--- src/rtl/cv32e40x_pkg.sv ---
// Shared types and sizing for the XIF AES result path.
package cv32e40x_pkg;

    localparam int XIF_AES_RESBUF_DEPTH = 4;
    localparam int XIF_AES_X_ID_WIDTH   = 4;
    localparam int XIF_AES_X_RFW_WIDTH  = 32;

    typedef struct packed {
        logic                           valid;
        logic                           committed;
        logic                           killed;
        logic [XIF_AES_X_ID_WIDTH-1:0]  id;
        logic [XIF_AES_X_RFW_WIDTH-1:0] data;
        logic [4:0]                     rd;
    } xif_aes_res_entry_t;

endpackage

--- src/rtl/cv32e40x_xif_commit_tracker.sv ---
// Per-ID record of commits that arrived before their FU result; a slot is
// consumed (cleared) when the matching result enters the buffer.
module cv32e40x_xif_commit_tracker
    import cv32e40x_pkg::*;
#(
    parameter int X_ID_WIDTH = XIF_AES_X_ID_WIDTH
) (
    input  logic                  clk,
    input  logic                  rst_n,
    input  logic                  set_i,
    input  logic [X_ID_WIDTH-1:0] set_id_i,
    input  logic                  set_kill_i,
    input  logic                  clr_i,
    input  logic [X_ID_WIDTH-1:0] lookup_id_i,
    output logic                  seen_o,
    output logic                  kill_o
);

    localparam int SLOTS = 2 ** X_ID_WIDTH;

    logic [SLOTS-1:0] seen_q;
    logic [SLOTS-1:0] kill_q;

    always_ff @(posedge clk or negedge rst_n) begin
        if (!rst_n) begin
            seen_q <= '0;
            kill_q <= '0;
        end else begin
            if (clr_i) begin
                seen_q[lookup_id_i] <= 1'b0;
            end
            if (set_i) begin
                seen_q[set_id_i] <= 1'b1;
                kill_q[set_id_i] <= set_kill_i;
            end
        end
    end

    assign seen_o = seen_q[lookup_id_i];
    assign kill_o = kill_q[lookup_id_i];

endmodule

--- src/rtl/cv32e40x_xif_aes_result_buffer.sv ---
// In-order result FIFO behind the AES32 unit: merges XIF commit/kill per ID
// and presents only committed, non-killed results on the XIF result channel.
module cv32e40x_xif_aes_result_buffer
    import cv32e40x_pkg::*;
#(
    parameter int DEPTH       = XIF_AES_RESBUF_DEPTH,
    parameter int X_ID_WIDTH  = XIF_AES_X_ID_WIDTH,
    parameter int X_RFW_WIDTH = XIF_AES_X_RFW_WIDTH
) (
    input  logic                   clk,
    input  logic                   rst_n,
    input  logic                   fu_valid_i,
    output logic                   fu_ready_o,
    input  logic [X_ID_WIDTH-1:0]  fu_id_i,
    input  logic [X_RFW_WIDTH-1:0] fu_data_i,
    input  logic [4:0]             fu_rd_i,
    input  logic                   commit_valid_i,
    input  logic [X_ID_WIDTH-1:0]  commit_id_i,
    input  logic                   commit_kill_i,
    output logic                   result_valid_o,
    input  logic                   result_ready_i,
    output logic [X_ID_WIDTH-1:0]  result_id_o,
    output logic [X_RFW_WIDTH-1:0] result_data_o,
    output logic [4:0]             result_rd_o,
    output logic                   result_we_o,
    output logic                   fifo_empty_o
);

    localparam int IDX_W = $clog2(DEPTH);
    localparam int PTR_W = IDX_W + 1;

    typedef struct packed {
        logic [X_ID_WIDTH-1:0]  id;
        logic [X_RFW_WIDTH-1:0] data;
        logic [4:0]             rd;
    } payload_t;

    logic [DEPTH-1:0] valid_q, committed_q, killed_q;
    payload_t         payload_q [DEPTH];
    logic [PTR_W-1:0] wptr_q, rptr_q, count_q;

    logic [IDX_W-1:0] widx, ridx;
    logic             full, push, pop;
    logic             head_drop, head_present;
    logic             push_cmt, tbl_set, tbl_seen, tbl_kill;
    logic [DEPTH-1:0] hit_vec;
    logic             commit_hit, commit_dup, push_dup;

    assign widx = wptr_q[IDX_W-1:0];
    assign ridx = rptr_q[IDX_W-1:0];
    assign full = (count_q == PTR_W'(DEPTH));
    assign push = fu_valid_i && !full;

    // Killed heads retire silently; committed heads wait for result_ready_i.
    assign head_drop    = valid_q[ridx] && killed_q[ridx];
    assign head_present = valid_q[ridx] && committed_q[ridx] && !killed_q[ridx];
    assign pop          = head_drop || (head_present && result_ready_i);

    always_comb begin
        hit_vec    = '0;
        commit_dup = 1'b0;
        push_dup   = 1'b0;
        for (int i = 0; i < DEPTH; i++) begin
            if (valid_q[i] && payload_q[i].id == commit_id_i) begin
                hit_vec[i] = commit_valid_i;
                commit_dup = commit_dup || (commit_valid_i && committed_q[i]);
            end
            if (valid_q[i] && payload_q[i].id == fu_id_i && !(pop && IDX_W'(i) == ridx)) begin
                push_dup = push;
            end
        end
    end

    assign commit_hit = |hit_vec;
    assign push_cmt   = commit_valid_i && push && (commit_id_i == fu_id_i);
    assign tbl_set    = commit_valid_i && !commit_hit && !push_cmt;

    cv32e40x_xif_commit_tracker #(
        .X_ID_WIDTH (X_ID_WIDTH)
    ) commit_tracker_i (
        .clk         (clk),
        .rst_n       (rst_n),
        .set_i       (tbl_set),
        .set_id_i    (commit_id_i),
        .set_kill_i  (commit_kill_i),
        .clr_i       (push),
        .lookup_id_i (fu_id_i),
        .seen_o      (tbl_seen),
        .kill_o      (tbl_kill)
    );

    always_ff @(posedge clk or negedge rst_n) begin
        if (!rst_n) begin
            valid_q     <= '0;
            committed_q <= '0;
            killed_q    <= '0;
            wptr_q      <= '0;
            rptr_q      <= '0;
            count_q     <= '0;
        end else begin
            if (pop) begin
                valid_q[ridx] <= 1'b0;
                rptr_q        <= rptr_q + 1'b1;
            end
            for (int i = 0; i < DEPTH; i++) begin
                if (hit_vec[i]) begin
                    committed_q[i] <= 1'b1;
                    killed_q[i]    <= commit_kill_i;
                end
            end
            if (push) begin
                valid_q[widx]     <= 1'b1;
                committed_q[widx] <= tbl_seen || push_cmt;
                killed_q[widx]    <= (tbl_seen && tbl_kill) || (push_cmt && commit_kill_i);
                wptr_q            <= wptr_q + 1'b1;
            end
            if (push && !pop) begin
                count_q <= count_q + 1'b1;
            end else if (!push && pop) begin
                count_q <= count_q - 1'b1;
            end
        end
    end

    always_ff @(posedge clk) begin
        if (push) begin
            payload_q[widx] <= '{id: fu_id_i, data: fu_data_i, rd: fu_rd_i};
        end
    end

    assign fu_ready_o     = !full;
    assign fifo_empty_o   = (count_q == '0);
    assign result_valid_o = head_present;
    assign result_we_o    = head_present;
    assign result_id_o    = head_present ? payload_q[ridx].id   : '0;
    assign result_data_o  = head_present ? payload_q[ridx].data : '0;
    assign result_rd_o    = head_present ? payload_q[ridx].rd   : '0;

    a_push_when_full: assert property (@(posedge clk) disable iff (!rst_n)
        fu_valid_i |-> fu_ready_o);
    a_dup_inflight_id: assert property (@(posedge clk) disable iff (!rst_n)
        !push_dup);
    a_dup_commit: assert property (@(posedge clk) disable iff (!rst_n)
        !commit_dup);

endmodule
--- config.mk ---
export PLATFORM = sky130hd
export DESIGN_NAME = cv32e40x_xif_aes_result_buffer
export DESIGN_NICKNAME = d
export VERILOG_FILES = /design/src/rtl/cv32e40x_pkg.sv /design/src/rtl/cv32e40x_xif_commit_tracker.sv /design/src/rtl/cv32e40x_xif_aes_result_buffer.sv
export SDC_FILE = /design/constraint.sdc
export NUM_CORES = 1
export LEC_CHECK = 0
export BUFFER_PORTS_ARGS = -buffer_cell sky130_fd_sc_hd__clkbuf_2
export CAP_MARGIN = 20
export CELL_PAD_IN_SITES_DETAIL_PLACEMENT = 0
export CELL_PAD_IN_SITES_GLOBAL_PLACEMENT = 1
export CORE_MARGIN = 8
export CORE_UTILIZATION = 50
export CTS_CLUSTER_SIZE = 24
export DETAILED_ROUTE_END_ITERATION = 6
export PLACE_DENSITY_LB_ADDON = 0.1
export RECOVER_POWER = 25
export SYNTH_ARGS = -nofsm -noshare
export SYNTH_HDL_FRONTEND = slang
export SYNTH_SLANG_ARGS = --single-unit
--- constraint.sdc ---
create_clock -name clk -period 5.9 [get_ports clk]
set_clock_uncertainty 0.2 [all_clocks]
set_input_delay 0.59 -clock clk [delete_from_list [all_inputs] [get_ports clk]]
set_output_delay 0.59 -clock clk [all_outputs]
set_load 0.02 [all_outputs]
After elaboration in Yosys (flattened, before gate mapping)

Memory sizes are Yosys's and may differ from the RTL's.
Cells that the tools add are included.

Word-level logic and storage cells: 112
Flip-flop bits (word level): 53
RAM bits: 164
Memories: 1

$add $sub $neg: 4
Order comparisons: 8
Eq/ne operators: 6
Bitwise logic cells: 6
Mux-type cells: 46
Reductions and logical operators: 33

Memory list:

| memory    | words | width | rd ports | clocked after Yosys merged registers in | wr ports | RTL line                             | text |
|---|---|---|---|---|---|---|---|
| payload_q | 4     | 41    | 5        | 0                                       | 1        | cv32e40x_xif_aes_result_buffer.sv:39 | `payload_t payload_q [DEPTH];` |

Operators with widths:

| kind                                                                          | count |
|---|---|
| 16-bit 2-to-1 mux                                                             | 2 |
| 32-bit 2-to-1 mux                                                             | 1 |
| 1-bit 2-to-1 mux                                                              | 23 |
| 1-bit logical AND                                                             | 21 |
| 4-bit == test                                                                 | 5 |
| 4-bit 2-to-1 mux                                                              | 5 |
| 16-bit bitwise AND                                                            | 1 |
| 16-bit bitwise mux                                                            | 1 |
| 16-bit inverter                                                               | 1 |
| 16-bit bitwise OR                                                             | 1 |
| 4-bit by 5-bit less-than comparator with 1-bit output (second input constant) | 2 |
| 3-bit by 1-bit adder with 3-bit output (second input constant)                | 3 |
| 1-bit binary-select mux with 4-bit select                                     | 2 |
| 4-bit bitwise mux                                                             | 2 |
| 1-bit demux with 4-bit select                                                 | 2 |
| 4-bit by 1-bit >= comparator with 1-bit output (second input constant)        | 2 |
| 1-bit binary-select mux with 2-bit select                                     | 3 |
| 1-bit logical NOT                                                             | 6 |
| 2-bit by 3-bit less-than comparator with 1-bit output (second input constant) | 2 |
| 3-bit 2-to-1 mux                                                              | 2 |
| 5-bit 2-to-1 mux                                                              | 1 |
| 4-bit bitwise AND                                                             | 1 |
| 1-bit demux with 2-bit select                                                 | 2 |
| 2-bit by 1-bit >= comparator with 1-bit output (second input constant)        | 2 |
| 8 further kinds                                                               | 10 |

Depth between registers and ports, before layout

Word-level depth: 9
Mapped depth: 12

Hierarchy

From an unflattened synthesis, not the netlist that was laid out.

Cell total of the unflattened synthesis: 539
Area, all modules: 9240.1 um2

By module, submodules not included:

| module                         | area an instance (um2) | sequential area each (um2) | cells an instance | times used |
|---|---|---|---|---|
| cv32e40x_xif_aes_result_buffer | 7626.1                 | 5400.2                     | 399               | 1 |
| cv32e40x_xif_commit_tracker    | 1614.0                 | 800.8                      | 140               | 1 |

Worst setup path before layout

No wires, ideal clock.

Kind: register -> register
From: register rptr_q[0]
To: register count_q[2]
Stages on the path, launching flop included: 13
Buffers on the path: 2
Library setup time: 79 ps
Data required time: 5621 ps
Arrival: 2504 ps
Slack: 3116 ps
Cell sequence: dfrtp_1 > buf_2 > mux4_2 > a21oi_1 > nor2b_1 > clkbuf_1 > inv_1 > ha_1 > inv_1 > fa_1 > xor2_1 > nor2_1 > xor2_1

Word-level cells in the longest chain between the ends: 9
Elaborated cells on any way between the ends: 17
Classes of those cells: mux: 7; reduce/logical: 10

Ends and longest elaborated chain:

| item                                                                | RTL line                                                                   | text |
|---|---|---|
| from (decl)                                                         | cv32e40x_xif_aes_result_buffer.sv:40                                       | `logic [PTR_W-1:0] wptr_q, rptr_q, count_q;` |
| from (signal assigned)                                              | cv32e40x_xif_aes_result_buffer.sv:103                                      | `rptr_q <= rptr_q + 1'b1;` |
| 1-bit binary-select mux with 2-bit select, on equally long branches | cv32e40x_xif_aes_result_buffer.sv:55, cv32e40x_xif_aes_result_buffer.sv:56 |  |
| 1-bit 2-to-1 mux, on equally long branches                          | cv32e40x_xif_aes_result_buffer.sv:55, cv32e40x_xif_aes_result_buffer.sv:56 |  |
| 1-bit logical AND / 1-bit logical NOT (equally long branches)       | cv32e40x_xif_aes_result_buffer.sv:56                                       | `assign head_present = valid_q[ridx] && committed_q[ridx] && !killed_q[ridx];` |
| 1-bit logical AND                                                   | cv32e40x_xif_aes_result_buffer.sv:56                                       |  |
| 1-bit logical AND                                                   | cv32e40x_xif_aes_result_buffer.sv:57                                       | `assign pop = head_drop \|\| (head_present && result_ready_i);` |
| 1-bit logical OR *                                                  | cv32e40x_xif_aes_result_buffer.sv:57                                       |  |
| 1-bit logical NOT                                                   | cv32e40x_xif_aes_result_buffer.sv:117                                      | `if (push && !pop) begin` |
| 1-bit logical AND                                                   | cv32e40x_xif_aes_result_buffer.sv:117                                      |  |
| 3-bit 2-to-1 mux / 2-bit nonzero test (equally long branches)       | --                                                                         |  |
| to (signal assigned)                                                | cv32e40x_xif_aes_result_buffer.sv:118                                      | `count_q <= count_q + 1'b1;` |
| to (signal assigned)                                                | cv32e40x_xif_aes_result_buffer.sv:120                                      | `count_q <= count_q - 1'b1;` |
| to (decl)                                                           | cv32e40x_xif_aes_result_buffer.sv:40                                       |  |

Every way passes the cells marked *; elsewhere a longest branch is shown, timed or not. The select of a mux whose other input is x is not followed.
A chain may end at the register's enable or synchronous reset.

Worst setup path in the final report

From: register rptr_q[0]
To: output port result_id_o[3]

Word-level cells in the longest chain between the ends: 5
Elaborated cells on any way between the ends: 11
Classes of those cells: mux: 7; reduce/logical: 3; memory: 1

Ends and longest elaborated chain:

| item                                                          | RTL line                              | text |
|---|---|---|
| 1-bit binary-select mux with 2-bit select                     | cv32e40x_xif_aes_result_buffer.sv:56  |  |
| 1-bit 2-to-1 mux (implied by the code)                        | cv32e40x_xif_aes_result_buffer.sv:56  |  |
| 1-bit logical AND / 1-bit logical NOT (equally long branches) | cv32e40x_xif_aes_result_buffer.sv:56  |  |
| 1-bit logical AND                                             | cv32e40x_xif_aes_result_buffer.sv:56  |  |
| 4-bit 2-to-1 mux *                                            | cv32e40x_xif_aes_result_buffer.sv:135 | `assign result_id_o = head_present ? payload_q[ridx].id : '0;` |
| to (decl)                                                     | cv32e40x_xif_aes_result_buffer.sv:22  | `output logic [X_ID_WIDTH-1:0] result_id_o,` |

Marked as above.

==> metrics.txt <==
peak supply drop 0.342 mV; Worst EP arrival between 3 and 4 ns; Cells after Synth 554; final setup margin 2.00 ns; minimum clock period 3.90 ns; setup_tns 0 ns; Reg2Reg Launch Point rptr_q[0]$_DFFE_PN0P_; RSZ-0062 raised after global routing no; met2 global-route usage 26.4%; met1 Resource Use GR 21.3%; core area 18000 µm²; top post-synthesis cells by area edfxtp_1 (53%), dfrtp_1 (14%), mux4_2 (13%); GRT met3 Usage about 3.2%; Clock Tree Buf Depth 3; Starting Density 51.2%; critical path type flip-flop to output pin; syn nets ~600; global-route wire length before repair 29700 µm; area share of the largest cell type after synthesis 53.4%; vias per inst 5.60; Startpoint Class flip-flop; Async S/R FF share, synth around a quarter; Post-Layout Cell Count about 900; hold_buf cts 0; Fillers 1429; Yosys top cell by area edfxtp_1; worst relative slew slack 38.3%; flop2flop setup slack 2.55 ns; Post-synth top flop edfxtp_1; global-route layer with the greatest usage met2; most common cell in the netlist edfxtp_1; fmax 256 MHz; Core Util, Final between 50% and 60%; outcome complete, no violations; initial antenna violation count 0; DP Worst Slack 2.43 ns; gr usage total 16.0%; Tcrit/Tclk final 66.1%; Netlist Area Pre-Place 9230 µm²; clock sinks about 220; Worst EP required 5.11 ns; Synth top cells by count edfxtp_1 (164), nand2_1 (54), mux4_2 (52); total grt overflow 0; Netlist cell types 47; pwr/cell area 506 nW/µm²; Ports 96; Via Count 5014; maximum number of pins on one net before global-route repair 52; Syn Area/Cell 16.7 µm²; die area 23100 µm²; Pins Over Slew Limit 0; Crit Path Max Fanout 47; Ys Warns 0; CP Capture Type output pin; DIE WIDTH 152 µm; ratio of cells with drive above 1 in the final layout 27.0%; reg2reg end count_q[2]$_DFFE_PN0P_; DR WL/cell slightly above 20 µm; register area share after synthesis 67.2%; Post-synth EDFFs 164; DRC viols 0; Layout area overhead 13.8%; HPWL Detailed 11800 µm; setup bufs post-CTS 0; antenna-violating nets left 0; Root Driver clkbuf_16; gp weighted congestion 0.800; placed cells 855; Worst-Margin Slew between 0.9 and 1 ns; clk_lat worst skew 0.50 ns; Worst R2R Path Depth 10; die span in y 152 µm; initial drt markers 297; final hold violation count 0; Nets 711; Clock transition at path regs approximately 0.060 ns; Yosys reg bits approximately 220; Leak 3.80 nW; H-tree Lvls 1; max cap viols 0; TritonRoute pass-1 iters 4; post-CTS sizing 0; worst hold path type input pin to asynchronous set/reset pin; Setup Viol. Count Final 0; CTS tree yes; n_diodes 0; Rows 49; IO Port Bufs between 90 and 100; vias in the first global route 5371; cts bufs inserted 22; final WL 18600 µm
layer usage:
layer | wire length, µm | share of wire, % | vias to the layer above
li1 | - | - | 2295
met1 | 8290 | 45 | 2567
met2 | 9160 | 49 | 129
met3 | 864 | 4.6 | 23
met4 | 284 | 1.5 | 0
met5 | 0 | 0 | -
worst max path at each step:
stage / startpoint / endpoint
final: rptr_q[0]$_DFFE_PN0P_ / result_id_o[3]
after global routing: rptr_q[0]$_DFFE_PN0P_ / result_id_o[3]
after CTS: rptr_q[0]$_DFFE_PN0P_ / result_id_o[3]
after detailed placement: rptr_q[0]$_DFFE_PN0P_ / result_id_o[3]
after global placement: rptr_q[0]$_DFFE_PN0P_ / result_id_o[3]
after floorplan: rptr_q[0]$_DFFE_PN0P_ / count_q[2]$_DFFE_PN0P_
through the flow:
| stage | instance area [µm²] | hold slack [ns] | total power (W) |
|---|---|---|---|
| final | 10500 | 0.000622 | 0.00531 |
| after CTS | 10500 | 0.00921 | 0.00541 |
| after global placement | 9880 | 0.282 | 0.00412 |
| after detailed placement | 9900 | 0.287 | 0.00416 |
| after global routing | 10500 | 0.0685 | 0.00561 |
| after floorplan | 9230 | 0.0944 | 0.00357 |
state kept, by name, summed over array words and instances (netlist names):
name and cells:
payload_q 164, commit_tracker_i.kill_q 16, commit_tracker_i.seen_q 16, committed_q 4, killed_q 4, valid_q 4, count_q 3, rptr_q 2
wptr_q 2
kinds of logic after synthesis:
| group | share of synthesized area, % |
|---|---|
| compound gates | 2.58 |
| flops | 67.2 |
| buf+inv | 2.31 |
| xor+xnor | 2.09 |
| simple gates | 8.73 |
| fa+ha+maj | 1.44 |
| mux | 15.6 |
critical path, stage by stage, from the launching register on:
cell	delay (ns)
dfrtp_4	1.04
mux4_2	0.61
nand3b_1	0.17
buf_4	0.28
nor2b_1	0.26
clkbuf_2	0.21
where the power goes:
part,switching (W),internal [W],total [W],leakage (nW)
clock,0.000544,0.000691,0.00124,0.307
combinational,0.00102,0.000795,0.00182,1.38
sequential,0.000229,0.00203,0.00226,2.11
total,0.00180,0.00351,0.00531,3.80
cell type report:
| cell class | count | area, µm² | share of cell area (%) |
|---|---|---|---|
| repair buffers | 102 | 502 | 4.78 |
| multi-input cells | 294 | 2810 | 26.8 |
| flip-flops and latches | 215 | 6210 | 59.1 |
| clock buffers | 30 | 581 | 5.53 |
| inverters | 15 | 56.3 | 0.536 |
| well taps | 229 | 287 | 2.73 |
| clock inverters | 10 | 57.6 | 0.548 |
cells in the final DEF (no fill, tap or decap), types with 8 or more instances in the layout:
cell	n
clkbuf_1	39
clkbuf_16	22
clkbuf_2	64
dfrtp_1	49
edfxtp_1	164
ha_1	9
inv_1	10
mux2_2	17
mux2i_1	8
mux4_2	52
nand2_1	54
nor2_1	8
nor2b_1	46
o21ai_0	18
xnor2_1	10
xor2_1	12
Power figures use the tool's default switching activity.
